[src/rtl/fetch_queue_mw.sv]
// Multi-wide fetch buffer: issues aligned I$ block requests, unpacks FETCH_W-wide
// responses into an in-order queue and hands one instruction per cycle to decode.
module fetch_queue_mw #(
  parameter int unsigned DEPTH   = 8,
  parameter int unsigned FETCH_W = 2,
  parameter int unsigned MAX_OUT = 2,
  parameter logic [31:0] RST_PC  = 32'h0
) (
  input  logic                       clk_i,
  input  logic                       rst_ni,
  input  logic                       redirect_i,
  input  logic [31:0]                redirect_pc_i,
  output logic                       req_valid_o,
  output logic [31:0]                req_pc_o,
  input  logic                       req_ready_i,
  input  logic                       rsp_valid_i,
  input  logic [32*FETCH_W-1:0]      rsp_data_i,
  input  logic                       pred_taken_i,
  input  logic [$clog2(FETCH_W):0]   pred_slot_i,
  input  logic [31:0]                pred_target_i,
  output logic                       deq_valid_o,
  output logic [31:0]                deq_pc_o,
  output logic [31:0]                deq_inst_o,
  output logic                       deq_pred_o,
  input  logic                       deq_ready_i,
  output logic [$clog2(DEPTH):0]     count_o
);

  localparam int unsigned PTR_W  = $clog2(DEPTH);
  localparam int unsigned SLOT_W = $clog2(FETCH_W) + 1;
  localparam int unsigned OUT_W  = $clog2(MAX_OUT + 1);
  localparam int unsigned SF_W   = (MAX_OUT > 1) ? $clog2(MAX_OUT) : 1;
  localparam logic [31:0] BLK_MASK  = 32'(FETCH_W * 4 - 1);
  localparam logic [31:0] BLK_BYTES = 32'(FETCH_W * 4);

  logic [31:0]        mem_pc   [DEPTH];
  logic [31:0]        mem_inst [DEPTH];
  logic [DEPTH-1:0]   mem_pred;
  logic [PTR_W-1:0]   wr_ptr, rd_ptr;
  logic [PTR_W:0]     count;

  logic [31:0]        fetch_pc;
  logic               started;
  logic [OUT_W-1:0]   outstanding, outstanding_nxt, drop_cnt;

  logic [31:0]        sf_base [MAX_OUT];
  logic [SLOT_W-1:0]  sf_off  [MAX_OUT];
  logic [SF_W-1:0]    sf_wr, sf_rd;

  logic [31:0]        fetch_base, free_slots, rsp_base;
  logic [SLOT_W-1:0]  fetch_off, rsp_off, last_slot, n_push;
  logic               req_fire, rsp_keep, taken, own_redir, pop;

  always_comb begin
    fetch_base      = fetch_pc & ~BLK_MASK;
    fetch_off       = SLOT_W'((fetch_pc & BLK_MASK) >> 2);
    free_slots      = 32'(DEPTH) - 32'(count);
    req_valid_o     = started && !redirect_i && (32'(outstanding) < MAX_OUT) &&
                      (free_slots >= FETCH_W * (32'(outstanding) + 32'd1));
    req_pc_o        = fetch_base;
    req_fire        = req_valid_o && req_ready_i;
    rsp_base        = sf_base[sf_rd];
    rsp_off         = sf_off[sf_rd];
    rsp_keep        = rsp_valid_i && (drop_cnt == '0) && !redirect_i;
    // A predicted slot before the entry offset lies outside the fetched range.
    taken           = pred_taken_i && (pred_slot_i >= rsp_off);
    own_redir       = rsp_keep && taken;
    last_slot       = taken ? pred_slot_i : SLOT_W'(FETCH_W - 1);
    n_push          = rsp_keep ? (last_slot - rsp_off + SLOT_W'(1)) : '0;
    deq_valid_o     = (count != '0);
    pop             = deq_valid_o && deq_ready_i;
    outstanding_nxt = outstanding + OUT_W'(req_fire) - OUT_W'(rsp_valid_i);
    deq_pc_o        = deq_valid_o ? mem_pc[rd_ptr]   : '0;
    deq_inst_o      = deq_valid_o ? mem_inst[rd_ptr] : '0;
    deq_pred_o      = deq_valid_o && mem_pred[rd_ptr];
    count_o         = count;
  end

  always_ff @(posedge clk_i) begin
    for (int unsigned k = 0; k < FETCH_W; k++) begin
      if (rsp_keep && (k >= 32'(rsp_off)) && (k <= 32'(last_slot))) begin
        mem_pc[PTR_W'(32'(wr_ptr) + k - 32'(rsp_off))]   <= rsp_base + 4 * k;
        mem_inst[PTR_W'(32'(wr_ptr) + k - 32'(rsp_off))] <= rsp_data_i[32*k +: 32];
        mem_pred[PTR_W'(32'(wr_ptr) + k - 32'(rsp_off))] <= taken && (k == 32'(last_slot));
      end
    end
  end

  // Side FIFO keeps running across redirects: entries of responses that will be
  // dropped are popped unused, so drop_cnt alone marks them stale.
  always_ff @(posedge clk_i or negedge rst_ni) begin
    if (!rst_ni) begin
      sf_wr <= '0;
      sf_rd <= '0;
      for (int unsigned i = 0; i < MAX_OUT; i++) begin
        sf_base[i] <= '0;
        sf_off[i]  <= '0;
      end
    end else begin
      if (req_fire) begin
        sf_base[sf_wr] <= fetch_base;
        sf_off[sf_wr]  <= fetch_off;
        sf_wr          <= (sf_wr == SF_W'(MAX_OUT - 1)) ? '0 : sf_wr + SF_W'(1);
      end
      if (rsp_valid_i) begin
        sf_rd <= (sf_rd == SF_W'(MAX_OUT - 1)) ? '0 : sf_rd + SF_W'(1);
      end
    end
  end

  always_ff @(posedge clk_i or negedge rst_ni) begin
    if (!rst_ni) begin
      started     <= 1'b0;
      fetch_pc    <= RST_PC;
      outstanding <= '0;
      drop_cnt    <= '0;
      wr_ptr      <= '0;
      rd_ptr      <= '0;
      count       <= '0;
    end else begin
      started     <= 1'b1;
      outstanding <= outstanding_nxt;
      if (redirect_i) begin
        fetch_pc <= redirect_pc_i;
        drop_cnt <= outstanding - OUT_W'(rsp_valid_i);
        wr_ptr   <= '0;
        rd_ptr   <= '0;
        count    <= '0;
      end else begin
        wr_ptr <= wr_ptr + PTR_W'(n_push);
        rd_ptr <= rd_ptr + PTR_W'(pop);
        count  <= count + (PTR_W+1)'(n_push) - (PTR_W+1)'(pop);
        if (own_redir) begin
          fetch_pc <= pred_target_i;
          drop_cnt <= outstanding_nxt;
        end else begin
          if (req_fire) fetch_pc <= fetch_base + BLK_BYTES;
          if (rsp_valid_i && (drop_cnt != '0)) drop_cnt <= drop_cnt - OUT_W'(1);
        end
      end
    end
  end

  a_rsp_has_request: assert property (@(posedge clk_i) disable iff (!rst_ni)
    rsp_valid_i |-> (outstanding != '0));

endmodule
[config.mk]
export PLATFORM = sky130hd
export DESIGN_NAME = fetch_queue_mw
export DESIGN_NICKNAME = d
export VERILOG_FILES = /design/src/rtl/fetch_queue_mw.sv
export SDC_FILE = /design/constraint.sdc
export NUM_CORES = 1
export LEC_CHECK = 0
export CORE_MARGIN = 10
export CORE_UTILIZATION = 28
export CTS_CLUSTER_SIZE = 14
export DETAILED_ROUTE_END_ITERATION = 12
export GPL_ROUTABILITY_DRIVEN = 0
export PLACE_DENSITY = 0.41
export SETUP_SLACK_MARGIN = 0.15
export SLEW_MARGIN = 10
export SYNTH_ARGS = -nofsm -noshare
export SYNTH_HDL_FRONTEND = slang
export SYNTH_SLANG_ARGS = --single-unit
[constraint.sdc]
create_clock -name clk_i -period 8.6 [get_ports clk_i]
set_input_delay 1.72 -clock clk_i [delete_from_list [all_inputs] [get_ports clk_i]]
set_output_delay 1.72 -clock clk_i [all_outputs]
set_load 0.005 [all_outputs]
# --- Yosys cells after proc, flatten, opt, wreduce, memory -nomap -nowiden ---
# Memory sizes are Yosys's and may differ from the RTL's.
# Index checks and enable logic that the tools add are counted.
op_classes:
  n_addsub: 19
  magnitude_cmp: 14
  eq_ne: 1
  mux: 41
  n_bitwise: 2
  n_reduce_logical: 26
ops:
  columns: ["op", "count"]
  rows:
  - ["two-way mux 32 bit", 9]
  - ["bitwise mux 64 bit", 1]
  - ["adder 32 x 3 -> 32 bit (second input constant)", 1]
  - ["adder 32 x 4 -> 32 bit (second input constant)", 1]
  - ["demux 32 bit (select 1 bit)", 1]
  - ["greater-or-equal comparator 32 x 4 -> 1 bit", 1]
  - ["logical AND 1 bit", 19]
  - ["two-way mux 2 bit", 9]
  - ["bitwise mux 8 bit", 2]
  - ["two-way mux 8 bit", 2]
  - ["less-than comparator 3 x 4 -> 1 bit (second input constant)", 3]
  - ["two-way mux 1 bit", 9]
  - ["demux 1 bit (select 3 bit)", 2]
  - ["greater-or-equal comparator 3 x 1 -> 1 bit (second input constant)", 2]
  - ["two-way mux 3 bit", 2]
  - ["nonzero test 3 bit", 2]
  - ["subtractor 3 x 2 -> 3 bit", 2]
  - ["subtractor 4 x 4 -> 5 bit (first input constant)", 1]
  - ["adder 4 x 2 -> 4 bit", 1]
  - ["bitwise mux 4 bit", 1]
  - ["greater-or-equal comparator 1 x 2 -> 1 bit (first input constant)", 2]
  - ["greater-or-equal comparator 2 bit (second input constant)", 2]
  - ["zero test 2 bit", 2]
  - ["two-way mux 4 bit", 1]
  - ["22 further kinds", 25]
totals:
  ff_bits: 125
  ram_bits: 512
  output_inout_bits: 103
  elab_cells: 119
  n_memories: 2
memory_table:
  columns: ["memory", "depth", "word_bits", "read_ports", "rd_ports_with_merged_regs", "wr", "line", "text"]
  rows:
  - ["mem_inst", 8, 32, 1, 0, 2, "37", "logic [31:0] mem_inst [DEPTH];"]
  - ["mem_pc", 8, 32, 1, 0, 2, "36", "logic [31:0] mem_pc [DEPTH];"]

# --- Longest topological paths before layout ---
logic_depth:
  ltp_word: 13
  mapped_depth: 17
  mapped_depth_nobuf: 15

# --- Worst setup path after synthesis ---
# OpenSTA, ideal clock, no wires.
synth_path:
  kind: "input port to flip-flop"
  start: "input pred_slot_i[0]"
  end: "memory mem_inst[6][0], enable pin"
  setup_time_ps: 430
  arrival_time_ps: 4880
  path_slack_ps: 3290
  stages: 8
  cell_sequence: "inv_1 > ha_1 > and2b_1 > nor4b_4 > buf_2 > nor4_4 > buf_2 > nand2b_1"
synth_rtl:
  columns: ["element", "line", "text"]
  rows:
  - ["start, declared", "19", "input logic [$clog2(FETCH_W):0] pred_slot_i,"]
  - ["end, declared", "37", null]

# --- Final worst setup path ---
layout_path:
  start: "register rd_ptr[0]"
  end: "output deq_pc_o[28]"
layout_via:
  elab_chain_cells: 2
layout_lines:
  columns: ["element", "line", "text"]
  rows:
  - ["start, declared", "39", "logic [PTR_W-1:0] wr_ptr, rd_ptr;"]
  - ["start signal, assigned", "131", "rd_ptr <= rd_ptr + PTR_W'(pop);"]
  - ["memory (8 x 32 bit)", null, null]
  - ["two-way mux 32 bit", "73", "deq_pc_o = deq_valid_o ? mem_pc[rd_ptr] : '0;"]
  - ["end, declared", "22", "output logic [31:0] deq_pc_o,"]
# No other way between the ends.

==> flow_metrics.py <==
metrics = {
    "cts": {
        "cts-buffers-inserted": 75,
        "clk_sinks": 611,
        "ctsHtreeMaxLevel": 3,
        "cts_hold_repair.buffers": 0,
        "clk_pin_slew_worst_paths_ps": 60,
        "post-cts-setup-buffer-count": 0,
        "cts_root_buf": "sky130_fd_sc_hd__clkbuf_16",
        "cts_tree": "built",
        "clock_insertion_delay_worst_skew_ps": 630,
        "max-clock-path-buffers": 3,
        "post_cts_resize_count": 0,
    },
    "logic_synthesis": {
        "number_of_warning_messages_in_the_yosys_log": 0,
        "synth_cells": 1748,
        "seq_area_frac_synth": 0.613,
        "synth.ff_latch_count": 611,
        "synthesis.area_sq_mm": 0.0289,
        "synth.lib_cells_used.distinct": 72,
        "synth.avg_cell_area_sq_um": 16.5,
        "synthFlopType": "sky130_fd_sc_hd__edfxtp_1",
        "synth_edf_count": 496,
        "postSynth.asyncResetShare": 0.175,
    },
    "detailed_routing": {
        "postRouteAntennaNets": 0,
        "finalWirelength_microns": 85400,
        "wl_met2_microns": 40600,
        "dr.first_iter.drc_count": 984,
        "drcViolationCount": 0,
        "wl_met1_microns": 39700,
        "count_of_tritonroute_iterations_in_the_first_routing_pass": 5,
        "topRoutingLayerUsed": "met5",
        "wl_met3_microns": 3830,
        "vias": 16200,
        "routed_wire_length_per_instance_microns": 25.4,
        "via_per_inst": 4.82,
    },
    "timing": {
        "fin_tns_setup_ps": 0,
        "report.final.setup_viol": 0,
        "fmax_mhz": 174,
        "post-route-worst-setup-slack_ps": 2840,
        "min_clock_period_post_route_ps": 5760,
        "worst_clock_skew_ps": 16.3,
        "final-max-slew-violation-count": 0,
        "worst_margin_slew_ps": 1100,
        "setup_repair_after_global_routing_missed_its_margin": "false",
        "maxSlewHeadroom": 0.269,
        "fin_hold_ws_ps": 498,
        "timing.final.hold_violations": 0,
        "layout_worst_path_cycle_share": 0.670,
    },
    "worst_setup_path": {
        "regToRegEndpoint": "mem_pc[5][19]",
        "setup.worst_path.end_class": "output port",
        "critical-path-top-delay-family": "buffers and inverters",
        "critPathKind": "reg -> out",
        "path_cells": "buf_4 > mux4_2 > mux2i_1 > nor2_1 > clkdlybuf4s50_1",
        "critPathBufInv": 2,
        "cp-startpoint": "rd_ptr[0]",
        "slowest_delay_ps": 1130,
        "timing.reg2reg.worst_path_depth": 9,
        "critPathRequiredTime_ps": 6880,
        "worst-r2r-setup-slack_ps": 4210,
        "cp-start-kind": "flip-flop",
        "worst_r2r_startpoint": "sf_rd",
        "critical_path.slowest_cell": "sky130_fd_sc_hd__dfrtp_4",
        "worstPathMaxFanout": 45,
        "cp_data_arrival_time_ps": 4040,
    },
    "floorplanning": {
        "overall_die_area_sq_mm": 0.117,
        "ios": 240,
        "rows": 117,
        "floorplan.initialDensity": 0.283,
        "design.core.area_sq_mm": 0.102,
        "die_w_microns": 341,
        "die_h_microns": 341,
    },
    "pwr": {
        "power-per-cell-area_mw_per_mm2": 291,
        "vdd_ir_drop_max_mv": 0.158,
        "cellLeakagePower_nw": 11.6,
    },
    "grt": {
        "grt_max_degree": 76,
        "grt_remaining_overflow": 0,
        "first_global_vias": 17800,
        "global_router_s_overall_resource_usage": 0.145,
        "grt_first_pass_wirelength_microns": 125000,
        "antenna_found_initial": 8,
    },
    "finish": {
        "share_of_the_core_filled_with_cells": 0.340,
        "most_frequent_cells_in_the_layout": "sky130_fd_sc_hd__edfxtp_1, sky130_fd_sc_hd__mux2_2, sky130_fd_sc_hd__clkdlybuf4s50_1",
        "layout.cells.most_common": "sky130_fd_sc_hd__edfxtp_1",
        "final.fill_count": 9955,
        "share_of_final_layout_standard_cells_stronger_than_drive_strength_1": 0.320,
        "flow.area_growth_from_synthesis_pct": 20.2,
        "regArea_sq_mm": 0.0177,
        "num-nets-final": 2109,
        "multiInputGateArea_sq_mm": 0.0104,
    },
    "place": {
        "port_buffers": 230,
        "preCtsSetupSlack_ps": 2690,
        "place.detailed.hpwl_microns": 49800,
    },
    "status": {
        "status": "completed",
    },
    "hold_path": {
        "hold_depth": 1,
        "worst_hold_path.endpoint": "sf_base[31]",
        "hp-class": "reg -> reg",
        "timing.hold.worst.start": "sf_base[31]",
    },
    "job": {
        "maxCapViolCount": 0,
    },
}
==> cells by family after synthesis <==
family,synth area share
AOI/OAI and AO/OA,0.0266
xor gates and xnor gates,0.00969
adders and majority gates,0.0126
buffers and inverters,0.0316
DFF,0.613
muxes,0.260
other,0.000260
and+or+nand+nor,0.0465
==> final cells by class <==
class | instances | share of cell area
multi-input cells | 966 | 0.298
diodes | 1 | 0.0000720
well taps | 1368 | 0.0492
clock inverters | 29 | 0.00648
inverters | 28 | 0.00302
repair buffers | 262 | 0.0733
clock buffers | 102 | 0.0596
flip-flops and latches | 611 | 0.510
==> worst max path at each step <==
stage | depth (start not counted) | to | slack [ps]
floorplan | 8 | mem_inst[6][0] | 3290
finish | 5 | deq_pc_o[28] | 2840
global placement | 9 | mem_pc[3][18] | 2710
CTS | 5 | deq_pc_o[28] | 2630
global route | 5 | deq_pc_o[28] | 2470
detailed placement | 9 | mem_pc[5][18] | 2690
==> where the power goes <==
group / switching (mW) / leakage, nW / total, mW / internal [mW]
clock: 1.23 / 1.12 / 3.00 / 1.77
sequential: 0.317 / 5.87 / 4.12 / 3.80
combinational: 1.55 / 4.60 / 3.01 / 1.45
total: 3.10 / 11.6 / 10.1 / 7.03
==> per-stage QoR <==
stage	total power, mW	instances	instance area (sq um)
floorplan	5.86	1752	28900
global placement	7.22	3235	32500
detailed placement	7.28	3235	32500
CTS	10.3	3366	34800
global route	10.7	3366	34800
finish	10.1	3367	34800
==> sequential cells by signal, indices dropped and copies added, names as in the netlist <==
signal / flops
sf_off: 2
sf_rd: 1
fetch_pc: 30
mem_inst: 256
sf_base: 58
mem_pc: 240
count_o: 4
sf_wr: 1
wr_ptr: 3
drop_cnt: 2
mem_pred: 8
started: 1
outstanding: 2
rd_ptr: 3
==> synth_stat cells (11+ instances only) <==
| cell | n | area share |
|---|---|---|
| sky130_fd_sc_hd__edfxtp_1 | 496 | 0.52 |
| sky130_fd_sc_hd__mux2_2 | 340 | 0.13 |
| sky130_fd_sc_hd__mux4_2 | 126 | 0.098 |
| sky130_fd_sc_hd__dfrtp_1 | 107 | 0.093 |
| sky130_fd_sc_hd__nor2_1 | 92 | 0.012 |
| sky130_fd_sc_hd__mux2i_1 | 76 | 0.026 |
| sky130_fd_sc_hd__buf_4 | 56 | 0.015 |
| sky130_fd_sc_hd__clkbuf_1 | 44 | 0.0057 |
| sky130_fd_sc_hd__nand2_1 | 43 | 0.0056 |
| sky130_fd_sc_hd__buf_2 | 31 | 0.0054 |
| sky130_fd_sc_hd__inv_1 | 27 | 0.0035 |
| sky130_fd_sc_hd__ha_1 | 26 | 0.011 |
| sky130_fd_sc_hd__nand3_1 | 25 | 0.0043 |
| sky130_fd_sc_hd__xnor2_1 | 21 | 0.0064 |
| sky130_fd_sc_hd__o21ai_0 | 18 | 0.0031 |
| sky130_fd_sc_hd__buf_1 | 15 | 0.0019 |
| sky130_fd_sc_hd__o22ai_1 | 11 | 0.0024 |
| sky130_fd_sc_hd__xor2_1 | 11 | 0.0033 |
==> routing by layer <==
layer / global-route usage / vias up
li1: - / 7245
met1: 0.196 / 8547
met2: 0.238 / 322
met3: 0.0303 / 98
met4: 0.0314 / 14
met5: 0 / -
Note: power is estimated with default switching activity, not from simulation.
